## src/rtl/stride_counter.sv

```systemverilog
// Registered stride counter: steps up/down by step_i, wraps modulo max_i+1, sync load/enable.
// Optional STRIDE_COUNTER_SAT_EN selects saturating (clamp-at-bound) stepping instead of wrapping.
module stride_counter #(
  parameter int WIDTH = 8,
  parameter int INIT  = 1
) (
  input  logic             clk,
  input  logic             reset,
  input  logic             en_i,
  input  logic             load_i,
  input  logic [WIDTH-1:0] load_val_i,
  input  logic [WIDTH-1:0] step_i,
  input  logic             dir_i,
  input  logic [WIDTH-1:0] max_i,
  output logic [WIDTH-1:0] cnt_o,
  output logic             wrap_o,
  output logic             err_o
);

  localparam logic [WIDTH-1:0] INIT_V = WIDTH'(INIT);

  logic [WIDTH-1:0] cnt_q, cnt_d;
  logic             wrap_q, wrap_d;
  logic             err_q, err_d;

  // One extra bit so that sums and the max_i=2^WIDTH-1 modulus never overflow.
  logic [WIDTH:0] cnt_x, step_x, max_x, mod_x, sum_x, fold_x;

  assign cnt_x  = {1'b0, cnt_q};
  assign step_x = {1'b0, step_i};
  assign max_x  = {1'b0, max_i};
  assign mod_x  = max_x + 1'b1;
  assign sum_x  = cnt_x + step_x;
  assign fold_x = dir_i ? (cnt_x + mod_x - step_x) : (sum_x - mod_x);

  always_comb begin
    cnt_d  = cnt_q;
    wrap_d = 1'b0;
    err_d  = 1'b0;
    if (load_i) begin
      cnt_d = (load_val_i > max_i) ? max_i : load_val_i;
    end else if (en_i) begin
      if (step_i > max_i) begin
        err_d = 1'b1;
      end else if (cnt_q > max_i) begin
        wrap_d = 1'b1;
`ifdef STRIDE_COUNTER_SAT_EN
        cnt_d  = max_i;
`else
        cnt_d  = dir_i ? max_i : '0;
`endif
      end else if (!dir_i) begin
        if (sum_x <= max_x) begin
          cnt_d = sum_x[WIDTH-1:0];
        end else begin
          wrap_d = 1'b1;
`ifdef STRIDE_COUNTER_SAT_EN
          cnt_d  = max_i;
`else
          cnt_d  = fold_x[WIDTH-1:0];
`endif
        end
      end else begin
        if (cnt_q >= step_i) begin
          cnt_d = cnt_q - step_i;
        end else begin
          wrap_d = 1'b1;
`ifdef STRIDE_COUNTER_SAT_EN
          cnt_d  = '0;
`else
          cnt_d  = fold_x[WIDTH-1:0];
`endif
        end
      end
    end
  end

  always_ff @(posedge clk) begin
    if (reset) begin
      cnt_q  <= INIT_V;
      wrap_q <= 1'b0;
      err_q  <= 1'b0;
    end else begin
      cnt_q  <= cnt_d;
      wrap_q <= wrap_d;
      err_q  <= err_d;
    end
  end

  assign cnt_o  = cnt_q;
  assign wrap_o = wrap_q;
  assign err_o  = err_q;

endmodule

```

## config.mk

```make
export PLATFORM = sky130hd
export DESIGN_NAME = stride_counter
export DESIGN_NICKNAME = d
export VERILOG_FILES = /design/src/rtl/stride_counter.sv
export SDC_FILE = /design/constraint.sdc
export NUM_CORES = 1
export LEC_CHECK = 0
export ABC_AREA = 1
export BUFFER_PORTS_ARGS = -buffer_cell sky130_fd_sc_hd__buf_2
export CAP_MARGIN = 10
export CORE_ASPECT_RATIO = 1.5
export CORE_UTILIZATION = 42
export DETAILED_ROUTE_END_ITERATION = 8
export PLACE_DENSITY = 0.63
export SLEW_MARGIN = 20
export SYNTH_ARGS = -nofsm -noshare
export SYNTH_HDL_FRONTEND = slang
export SYNTH_SLANG_ARGS = --single-unit
```

## constraint.sdc

```tcl
create_clock -name clk -period 8.5 [get_ports clk]
set_clock_uncertainty 0.15 [all_clocks]
set_input_delay 0.85 -clock clk [delete_from_list [all_inputs] [get_ports clk]]
set_output_delay 0.85 -clock clk [all_outputs]
set_load 0.01 [all_outputs]
```

==> results of run 1 <==
critical path, cell delays in order:
cell	delay, ns
buf_2	0.13
ha_1	0.23
fa_1	0.41
a21oi_1	0.25
o21ai_1	0.16
nand2_1	0.09
nand2_1	0.05
a21oi_1	0.14
xor2_1	0.27
ha_1	0.30
a21oi_1	0.15
nand2_1	0.07
nand2_1	0.05
nand2_1	0.05
nand2_1	0.15
nand3_1	0.17
nand2_1	0.21
nand2_1	0.07
o211ai_1	0.08
nand2_1	0.07
nand2_1	0.06
nand2_1	0.04
per-stage QoR:
stage	util [%]	power, mW	setup WS, ns
2_1_floorplan	-	0.383	4.88
3_3_place_gp	47.3	0.495	4.29
3_5_place_dp	47.3	0.499	4.22
4_1_cts	47.8	0.555	4.46
5_1_grt	47.8	0.615	4.03
6_report	47.8	0.559	4.46
flip-flops by register name, summed over array words and instances, names as in the netlist:
signal	count
cnt_o	8
wrap_o	1
err_o	1
Yosys cell counts, drive strengths merged (3+ instances only):
cell type | n | area (um2)
nor3 | 7 | 61.3
clkbuf | 4 | 16.3
nand2 | 104 | 400
o21ai | 25 | 125
o221ai | 5 | 43.8
nand3 | 28 | 155
a211oi | 5 | 37.5
a21oi | 51 | 267
o211ai | 11 | 82.6
o31ai | 3 | 22.5
dfxtp | 10 | 200
nand4 | 12 | 81.3
ha | 64 | 801
nor2 | 20 | 75.1
xor2 | 20 | 175
fa | 10 | 200
buf | 4 | 25.0
inv | 74 | 278
report_power, final:
group          switching, mW  total [mW]  internal (mW)
logic                  0.280       0.440          0.160
clock network         0.0236      0.0550         0.0314
registers             0.0115      0.0639         0.0524
total                  0.315       0.559          0.244
layout make-up:
class	count	area, um2
Clock buffer	3	41.3
Fill cell	806	3770
Inverter	75	282
Multi-Input combinational cell	377	2620
Sequential cell	10	200
Tap cell	100	125
Timing Repair Buffer	38	190
cell families after synthesis:
family                     count (synthesis)  share of synthesized area [%]
AOI/OAI and AO/OA                        106                           19.8
buffers and inverters                     83                           10.3
and+or+nand+nor                          175                           25.5
xor gates and xnor gates                  22                           6.13
DFF                                       10                           6.37
adders and majority gates                 74                           31.9
layout by cell type, fill, tap and decap left out, types with 2 or more instances in the layout:
cell | Yosys | layout
a211oi_1 | 5 | 5
a21oi_1 | 48 | 48
a21oi_2 | 3 | 3
buf_2 | 2 | 38
clkbuf_8 | 0 | 3
dfxtp_1 | 10 | 10
fa_1 | 10 | 10
ha_1 | 64 | 64
inv_1 | 68 | 68
inv_2 | 6 | 6
nand2_1 | 100 | 100
nand2_2 | 4 | 4
nand3_1 | 25 | 25
nand3_2 | 3 | 3
nand3b_1 | 2 | 2
nand4_1 | 11 | 11
nor2_1 | 20 | 20
nor3_1 | 3 | 3
nor3_2 | 3 | 3
o211ai_1 | 11 | 11
o21ai_0 | 22 | 22
o21ai_1 | 3 | 3
o221ai_1 | 5 | 5
o31ai_1 | 3 | 3
xnor2_1 | 2 | 2
xor2_1 | 20 | 20
worst paths after layout:
kind	slack, ns	endpoint	from	cells after the start
setup / recovery	4.46	cnt_o[0]$_SDFFE_PP1P_	step_i[0]	22
hold / removal	0.44	cnt_o[0]$_SDFFE_PP1P_	cnt_o[0]$_SDFFE_PP1P_	2
setup reg to reg	4.83	cnt_o[0]$_SDFFE_PP1P_	cnt_o[0]$_SDFFE_PP1P_	21
hold reg to reg	0.44	cnt_o[0]$_SDFFE_PP1P_	cnt_o[0]$_SDFFE_PP1P_	2
per-layer routing:
layer / up-vias / GRT usage, % / part of all wire (%)
met5: - / 0 / 0
met4: 0 / 17.6 / 6.5
met3: 39 / 2.06 / 4.3
met2: 100 / 52.0 / 52
met1: 1514 / 29.2 / 37
li1: 1670 / - / -
==> results.py, run 1 <==
metrics = {
    "outcome": {
        "outcome": "completed",
    },
    "floorplanning": {
        "num_io_pins": 39,
        "core_area_um2": 7230,
        "die_y_um": 108,
        "num_rows": 38,
        "die_x_um": 72.6,
        "start_util_pct": 43.5,
        "dieArea_um2": 7840,
    },
    "sta": {
        "slew_headroom_pct": 58.0,
        "setup-tns-final_ns": 0,
        "finalHoldViolations": 0,
        "finalCritPeriodShare_pct": 47.5,
        "fmax_mhz": 248,
        "worst_pin_slew_ns": 0.625,
        "finalMaxSlewViolations": 0,
        "setup_viol": 0,
        "timing.hold.ws_ns": 0.438,
        "period_needed_ns": 4.04,
        "rsz0062_at_grt": "no",
    },
    "yosys": {
        "synthesis.area_um2": 3140,
        "synth_cell_type_count": 39,
        "syn_inst": 470,
        "yosys_warnings": 0,
        "ys_seq_area_share_pct": 6.37,
        "synth_seq_cells": 10,
        "synth_edf_count": 0,
        "synthArstFlopShare_pct": 0,
        "ys.flop_type": "dfxtp_1",
        "syn_nets": 573,
        "synth.avg_cell_area_um2": 6.68,
    },
    "worst_setup_path": {
        "end_kind": "register",
        "arrival_ns": 4.03,
        "startpoint_type": "input port",
        "critPathMaxFanout": 5,
        "required_ns": 8.49,
        "path_class": "in -> reg",
    },
    "global_route": {
        "grt_use_total_pct": 27.8,
        "grt_overflow_total": 0,
        "grt_pass1_vias": 3368,
        "grt_pass1_wl_um": 16200,
        "antenna_found_initial": 0,
        "grt_max_degree": 17,
    },
    "place": {
        "placed_cell_area_um2": 3420,
        "io_buffer_count": 38,
        "hpwl_um": 8760,
        "placed_cells": 600,
        "gp_congestion": 0.935,
    },
    "final_layout": {
        "drive_gt1_share_pct": 12.3,
        "nets": 608,
        "finalNonFillerCells": 603,
        "finalInstanceArea_um2": 3460,
        "syn_to_final_growth_pct": 10.0,
        "n_antenna_cell": 0,
    },
    "detailed_routing": {
        "vias": 3323,
        "drt_iter0_drc": 203,
        "wirelength_um": 10200,
        "drc": 0,
        "vias_per_cell": 5.51,
        "drtPass1Iterations": 4,
        "wl_per_cell_um": 16.9,
        "ant_nets": 0,
    },
    "clock_network": {
        "htreeDepth": 1,
        "clock-root-buffer": "clkbuf_8",
        "cts_buffers": 3,
        "clk_pin_slew_ns": 0.06,
        "cts_buffer_depth": 2,
        "clock-sinks": 10,
        "cts.repair.resized": 0,
        "cts_setup_buffers": 0,
        "hold_buffers": 0,
        "cts_tree": "built",
        "insertion_delay_ns": 0.25,
    },
    "run": {
        "max_cap_viol_count": 0,
    },
    "power": {
        "ir_worst_vdd_uv": 65.5,
        "power-per-cell-area_nw_per_um2": 162,
        "p_leak_nw": 1.86,
    },
    "worst_hold_path": {
        "hp-class": "reg -> reg",
    },
}
Note: power is estimated with default switching activity, not from simulation.
==> inputs of run 2 (changes only) <==
--- a/config.mk
+++ b/config.mk
@@ -5,13 +5,13 @@
 export SDC_FILE = /design/constraint.sdc
 export NUM_CORES = 1
 export LEC_CHECK = 0
-export ABC_AREA = 1
+export ABC_AREA = 0
 export BUFFER_PORTS_ARGS = -buffer_cell sky130_fd_sc_hd__buf_2
 export CAP_MARGIN = 10
 export CORE_ASPECT_RATIO = 1.5
 export CORE_UTILIZATION = 42
 export DETAILED_ROUTE_END_ITERATION = 8
-export PLACE_DENSITY = 0.63
+export PLACE_DENSITY = 0.65
 export SLEW_MARGIN = 20
 export SYNTH_ARGS = -nofsm -noshare
 export SYNTH_HDL_FRONTEND = slang
==> constraint.sdc (replaced) <==
create_clock -name clk -period 3.51 [get_ports clk]
set_clock_uncertainty 0.15 [all_clocks]
set_input_delay 0.351 -clock clk [delete_from_list [all_inputs] [get_ports clk]]
set_output_delay 0.351 -clock clk [all_outputs]
set_load 0.01 [all_outputs]
==> results.py, run 2 <==
metrics = {
    "yosys": {
        "yosysMostFrequentCell": "ha_1",
        "synth.avg_cell_area_um2": 7.90,
        "ys_seq_area_share_pct": 6.42,
        "yosys_warnings": 0,
        "synth_edf_count": 0,
        "synthesis.area_um2": 3120,
        "synth_cell_type_count": 68,
        "syn_nets": 498,
        "syn_inst": 395,
        "synth_seq_cells": 10,
        "synth_top_cell_by_area": "ha_1",
        "ys.flop_type": "dfxtp_1",
        "synth_commonest_cells": "ha_1, inv_1, nor2_1, a21oi_1, nand2_1",
        "yosysTopAreaCellShare_pct": 25.7,
        "synth.area.top_cells": "ha_1, dfxtp_1, fa_1",
        "synthArstFlopShare_pct": 0,
    },
    "place": {
        "io_buffer_count": 38,
        "gp_congestion": 0.910,
        "hpwl_um": 8690,
    },
    "floorplanning": {
        "die_x_um": 72.4,
        "num_io_pins": 39,
        "core_area_um2": 7230,
        "num_rows": 38,
        "start_util_pct": 43.2,
        "dieArea_um2": 7790,
        "die_y_um": 108,
    },
    "global_route": {
        "grt_pass1_wl_um": 16200,
        "met3_usage_pct": 2.62,
        "grt_use_total_pct": 27.1,
        "grt_max_degree": 18,
        "antenna_found_initial": 0,
        "grt_util_met2_pct": 50.9,
        "grt_pass1_vias": 3495,
        "grt_overflow_total": 0,
        "use_met1_pct": 29.5,
        "gr-max-usage-layer": "met2",
    },
    "clock_network": {
        "clk_pin_slew_ns": 0.06,
        "cts_buffer_depth": 2,
        "insertion_delay_ns": 0.26,
        "cts_tree": "built",
        "clock-sinks": 10,
        "htreeDepth": 1,
        "hold_buffers": 0,
        "clock-root-buffer": "clkbuf_8",
        "cts_buffers": 3,
    },
    "sta": {
        "rsz0062_at_grt": "yes",
        "worst_pin_slew_ns": 0.556,
        "period_needed_ns": 3.79,
        "timing.hold.ws_ns": 0.218,
        "setup_viol": 9,
        "setup_ws_ns": -0.276,
        "finalCritPeriodShare_pct": 108,
        "fmax_mhz": 264,
        "finalMaxSlewViolations": 0,
        "slew_headroom_pct": 63.0,
        "finalHoldViolations": 0,
    },
    "final_layout": {
        "nets": 603,
        "largest_reg_flops": 8,
        "drive_gt1_share_pct": 29.5,
        "final_cell_mix": "buf_4, ha_1, inv_1",
        "layout_commonest_cell": "buf_4",
        "final_core_utilization_pct": 56.8,
        "syn_to_final_growth_pct": 31.5,
        "n_antenna_cell": 0,
        "fillers": 703,
    },
    "detailed_routing": {
        "drtPass1Iterations": 4,
        "vias": 3332,
        "wl_per_cell_um": 16.9,
        "vias_per_cell": 5.56,
        "ant_nets": 0,
        "drt_iter0_drc": 147,
        "drc": 0,
        "wirelength_um": 10100,
    },
    "worst_hold_path": {
        "hp-class": "in -> reg",
        "hold_depth": 2,
        "hp-start": "reset",
    },
    "outcome": {
        "outcome": "complete, but fails checks",
        "violations": "negative setup slack",
    },
    "run": {
        "max_cap_viol_count": 0,
    },
    "worst_setup_path": {
        "reg2reg_depth": 15,
        "crit_start": "cnt_o[0]$_SDFFE_PP1P_",
        "arrival_ns": 3.80,
        "timing.rr.start": "cnt_o[0]$_SDFFE_PP1P_",
        "required_ns": 3.52,
        "end_kind": "register",
        "path_class": "reg -> reg",
        "startpoint_type": "register",
        "critPathMaxFanout": 3,
    },
    "power": {
        "ir_worst_vdd_uv": 284,
        "power-per-cell-area_nw_per_um2": 424,
        "p_leak_nw": 2.09,
        "total_power_mw": 1.74,
    },
}
[run 2: cell types whose count changed in the layout (fill, tap and decap cells not counted), sizes merged, moves of 12 or more]
cell   change
xor2      -12
nand2     -87
xnor2     +12
a21oi     -22
inv       -29
buf       +71
[run 2: final timing paths]
check | to | slack [ns]
max | cnt_o[1]$_SDFFE_PP0P_ | -0.28
min | cnt_o[5]$_SDFFE_PP0P_ | 0.22
max reg2reg | cnt_o[1]$_SDFFE_PP0P_ | -0.28
min reg2reg | cnt_o[5]$_SDFFE_PP0P_ | 0.54
[run 2: metrics by stage]
stage	setup slack, ns	TNS, ns	area [um2]	cells
6_report	-0.276	-1.89	4100	599
5_1_grt	-0.368	-3.00	4100	599
4_1_cts	-0.266	-1.42	4060	598
3_5_place_dp	-0.438	-3.51	3950	593
3_3_place_gp	-0.322	-2.63	3950	593
2_1_floorplan	-0.0898	-0.288	3170	395
[run 2: cell families (layout without fill, tap and decap cells)]
logic type	count (synthesis)	in the layout	share of synthesized area (%)
compound gates	112	112	24.3
xor+xnor	24	24	7.86
fa+ha+maj	74	74	32.1
buf+inv	57	161	7.38
flops	10	10	6.42
mux	12	12	3.89
simple gates	106	106	18.0
[run 2: repair_timing]
action	CTS	global route
endpoints found under the setup margin	9	9
buffers inserted	1	1
pin swaps	15	7
resized for setup	11	8
[run 2: metal layers]
layer  up-vias  routed length [um]
met2        93                5250
met1      1553                4060
met4         0                 528
li1       1648                   -
met5         -                   0
met3        38                 296
[run 2: worst max-delay path, stage by stage, from the launching register on]
cell,delay (ns)
dfxtp_2,0.33
ha_4,0.16
fa_2,0.34
nand2b_1,0.10
a21oi_2,0.07
o21bai_1,0.24
a21oi_2,0.12
or3_4,0.41
nand2_4,0.08
ha_4,0.19
a22o_1,0.22
o41ai_2,0.38
and3_2,0.31
mux2i_1,0.09
a211o_1,0.30
a211oi_2,0.21
[run 2: area by class of cell]
| class | count | area, um2 | share of cell area, % |
|---|---|---|---|
| inverter | 48 | 180 | 4.39 |
| clock buffer | 4 | 55.1 | 1.34 |
| multi-input combinational | 328 | 2810 | 68.6 |
| timing repair buffer | 109 | 727 | 17.7 |
| tap | 100 | 125 | 3.05 |
| sequential | 10 | 203 | 4.94 |
[run 2: report_power, final]
part	switching, mW	total (mW)	internal (mW)	leakage [nW]
combinational	0.739	1.43	0.689	1.98
clock	0.0623	0.162	0.0996	0.0288
sequential	0.0192	0.148	0.129	0.0828
==> inputs of run 3 (changes only) <==
--- a/config.mk
+++ b/config.mk
@@ -8,10 +8,12 @@
 export ABC_AREA = 0
 export BUFFER_PORTS_ARGS = -buffer_cell sky130_fd_sc_hd__buf_2
 export CAP_MARGIN = 10
-export CORE_ASPECT_RATIO = 1.5
-export CORE_UTILIZATION = 42
+export CELL_PAD_IN_SITES_DETAIL_PLACEMENT = 2
+export CELL_PAD_IN_SITES_GLOBAL_PLACEMENT = 2
+export CORE_UTILIZATION = 32
 export DETAILED_ROUTE_END_ITERATION = 8
-export PLACE_DENSITY = 0.65
+export MAX_ROUTING_LAYER = met4
+export PLACE_DENSITY = 0.8
 export SLEW_MARGIN = 20
 export SYNTH_ARGS = -nofsm -noshare
 export SYNTH_HDL_FRONTEND = slang
==> results.py, run 3 (same netlist as run 2, synthesis figures left out) <==
metrics = {
    "outcome": {
        "outcome": "complete, but fails checks",
        "violations": "negative setup slack",
    },
    "sta": {
        "finalMaxSlewViolations": 0,
        "finalHoldViolations": 0,
        "worst_pin_slew_ns": 0.783,
        "rsz0062_at_grt": "yes",
        "finalCritPeriodShare_pct": 117,
        "setup_ws_ns": -0.602,
        "timing.hold.ws_ns": 0.223,
        "setup_viol": 9,
        "period_needed_ns": 4.11,
        "fmax_mhz": 243,
        "slew_headroom_pct": 47.1,
    },
    "final_layout": {
        "fillers": 1046,
        "final_cell_mix": "buf_4, ha_1, inv_1",
        "largest_reg_flops": 8,
        "drive_gt1_share_pct": 37.4,
        "nets": 626,
        "seqCellArea_um2": 205,
        "multi_input_area_um2": 3020,
        "syn_to_final_growth_pct": 44.7,
        "final_core_utilization_pct": 48.4,
        "layout_commonest_cell": "buf_4",
    },
    "worst_setup_path": {
        "critPathMaxFanout": 6,
        "required_ns": 3.48,
        "path_class": "reg -> reg",
        "end_kind": "register",
        "startpoint_type": "register",
        "reg2reg_depth": 18,
        "arrival_ns": 4.08,
    },
    "power": {
        "p_sw_share_pct": 54.2,
        "power-per-cell-area_nw_per_um2": 516,
        "seq_power_share_pct": 6.5,
        "p_leak_nw": 2.25,
        "power_frac_clock_pct": 6.6,
        "p_int_mw": 1.07,
        "combPwrFrac_pct": 86.9,
        "ir_worst_vdd_uv": 169,
        "p_switching_mw": 1.26,
    },
    "detailed_routing": {
        "vias_per_cell": 6.29,
        "drtPass1Iterations": 5,
        "ant_nets": 0,
        "wirelength_um": 21000,
        "vias": 4092,
        "wl_per_cell_um": 32.2,
        "drt_iter0_drc": 237,
        "drc": 0,
    },
    "floorplanning": {
        "dieArea_um2": 10200,
        "num_rows": 35,
        "num_io_pins": 39,
        "die_x_um": 101,
        "start_util_pct": 33.5,
        "core_area_um2": 9330,
        "die_y_um": 101,
    },
    "clock_network": {
        "clock-root-buffer": "clkbuf_8",
        "insertion_delay_ns": 0.27,
        "cts_buffers": 3,
        "htreeDepth": 1,
        "clk_pin_slew_ns": 0.08,
        "cts_buffer_depth": 2,
        "clock-sinks": 10,
        "cts_tree": "built",
    },
    "place": {
        "gp_congestion": 0.919,
        "io_buffer_count": 38,
        "hpwl_um": 12900,
    },
    "global_route": {
        "grt_pass1_wl_um": 28100,
        "grt_max_degree": 18,
        "grt_pass1_vias": 4567,
        "grt_use_total_pct": 39.5,
        "antenna_found_initial": 1,
        "grt_overflow_total": 0,
    },
    "worst_hold_path": {
        "hp-class": "in -> reg",
        "hold_depth": 2,
    },
    "run": {
        "max_cap_viol_count": 0,
    },
}
==> run 3: cell count changes in the layout (fill, tap and decap cells not counted), sizes merged <==
cell,before,now
diode,0,1
buf,109,132
clkbuf,4,3
==> run 3: cell type report <==
type,count,share of cell area (%)
antenna,1,0.0554
clock buffer,3,0.914
inverter,48,3.99
multi-input combinational,328,66.8
sequential,10,4.54
tap,129,3.57
timing repair buffer,132,20.1
==> run 3: routing by layer <==
metal | track usage [%] | wire length (um) | up-vias
met4 | 24.7 | 1470 | 0
li1 | - | - | 1686
met3 | 7.98 | 1340 | 125
met2 | 66.9 | 10100 | 264
met1 | 42.4 | 8120 | 2017
met5 | - | 0 | -
==> run 3: path summary, 6_finish.rpt <==
kind	startpoint	endpoint	slack (ns)
worst min-delay path	en_i	err_o$_SDFF_PP0_	0.22
worst max register to register	cnt_o[1]$_SDFFE_PP0P_	cnt_o[6]$_SDFFE_PP0P_	-0.60
worst max-delay path	cnt_o[1]$_SDFFE_PP0P_	cnt_o[6]$_SDFFE_PP0P_	-0.60
worst min register to register	cnt_o[1]$_SDFFE_PP0P_	cnt_o[1]$_SDFFE_PP0P_	0.71
==> run 3: worst max-delay path: stages, from the launching register on <==
cell and delay [ns]:
dfxtp_2 0.34, buf_4 0.17, ha_1 0.29, nand2b_1 0.17, a21oi_2 0.24, o21ai_2 0.14, a31oi_4 0.26, xnor2_2 0.15
ha_1 0.36, nand4b_1 0.23, nor3_2 0.28, nor2_2 0.10, o41ai_4 0.09, nand3_2 0.17, buf_6 0.16, buf_6 0.12
and3_4 0.15, o41ai_4 0.25, a31oi_1 0.13
==> run 3: repair_timing <==
item	CTS	global route
gates cloned	0	0
pin swaps	25	21
setup buffers	6	5
resized for setup	32	24
endpoints found under the setup margin	9	9
hold buffers	0	0
==> run 3: per-stage QoR <==
stage / cell area, um2 / TNS [ns] / setup WS [ns] / cells / power, mW
after global routing: 4520 / -5.06 / -0.612 / 651 / 2.39
after CTS: 4350 / -2.86 / -0.416 / 645 / 2.00
after global placement: 4090 / -3.13 / -0.386 / 636 / 1.55
final: 4520 / -4.83 / -0.602 / 651 / 2.33
after floorplan: 3170 / -0.288 / -0.0898 / 395 / 1.01
after detailed placement: 4090 / -5.25 / -0.767 / 636 / 1.68
==> run 3: power groups by stage <==
stage / Sequential, mW / Clock [mW] / Combinational (mW)
finish: 0.153 / 0.154 / 2.03
global route: 0.153 / 0.151 / 2.09
CTS: 0.149 / 0.140 / 1.71
detailed placement: 0.151 / 0 / 1.53
global placement: 0.149 / 0 / 1.40
floorplan: 0.157 / 0 / 0.851
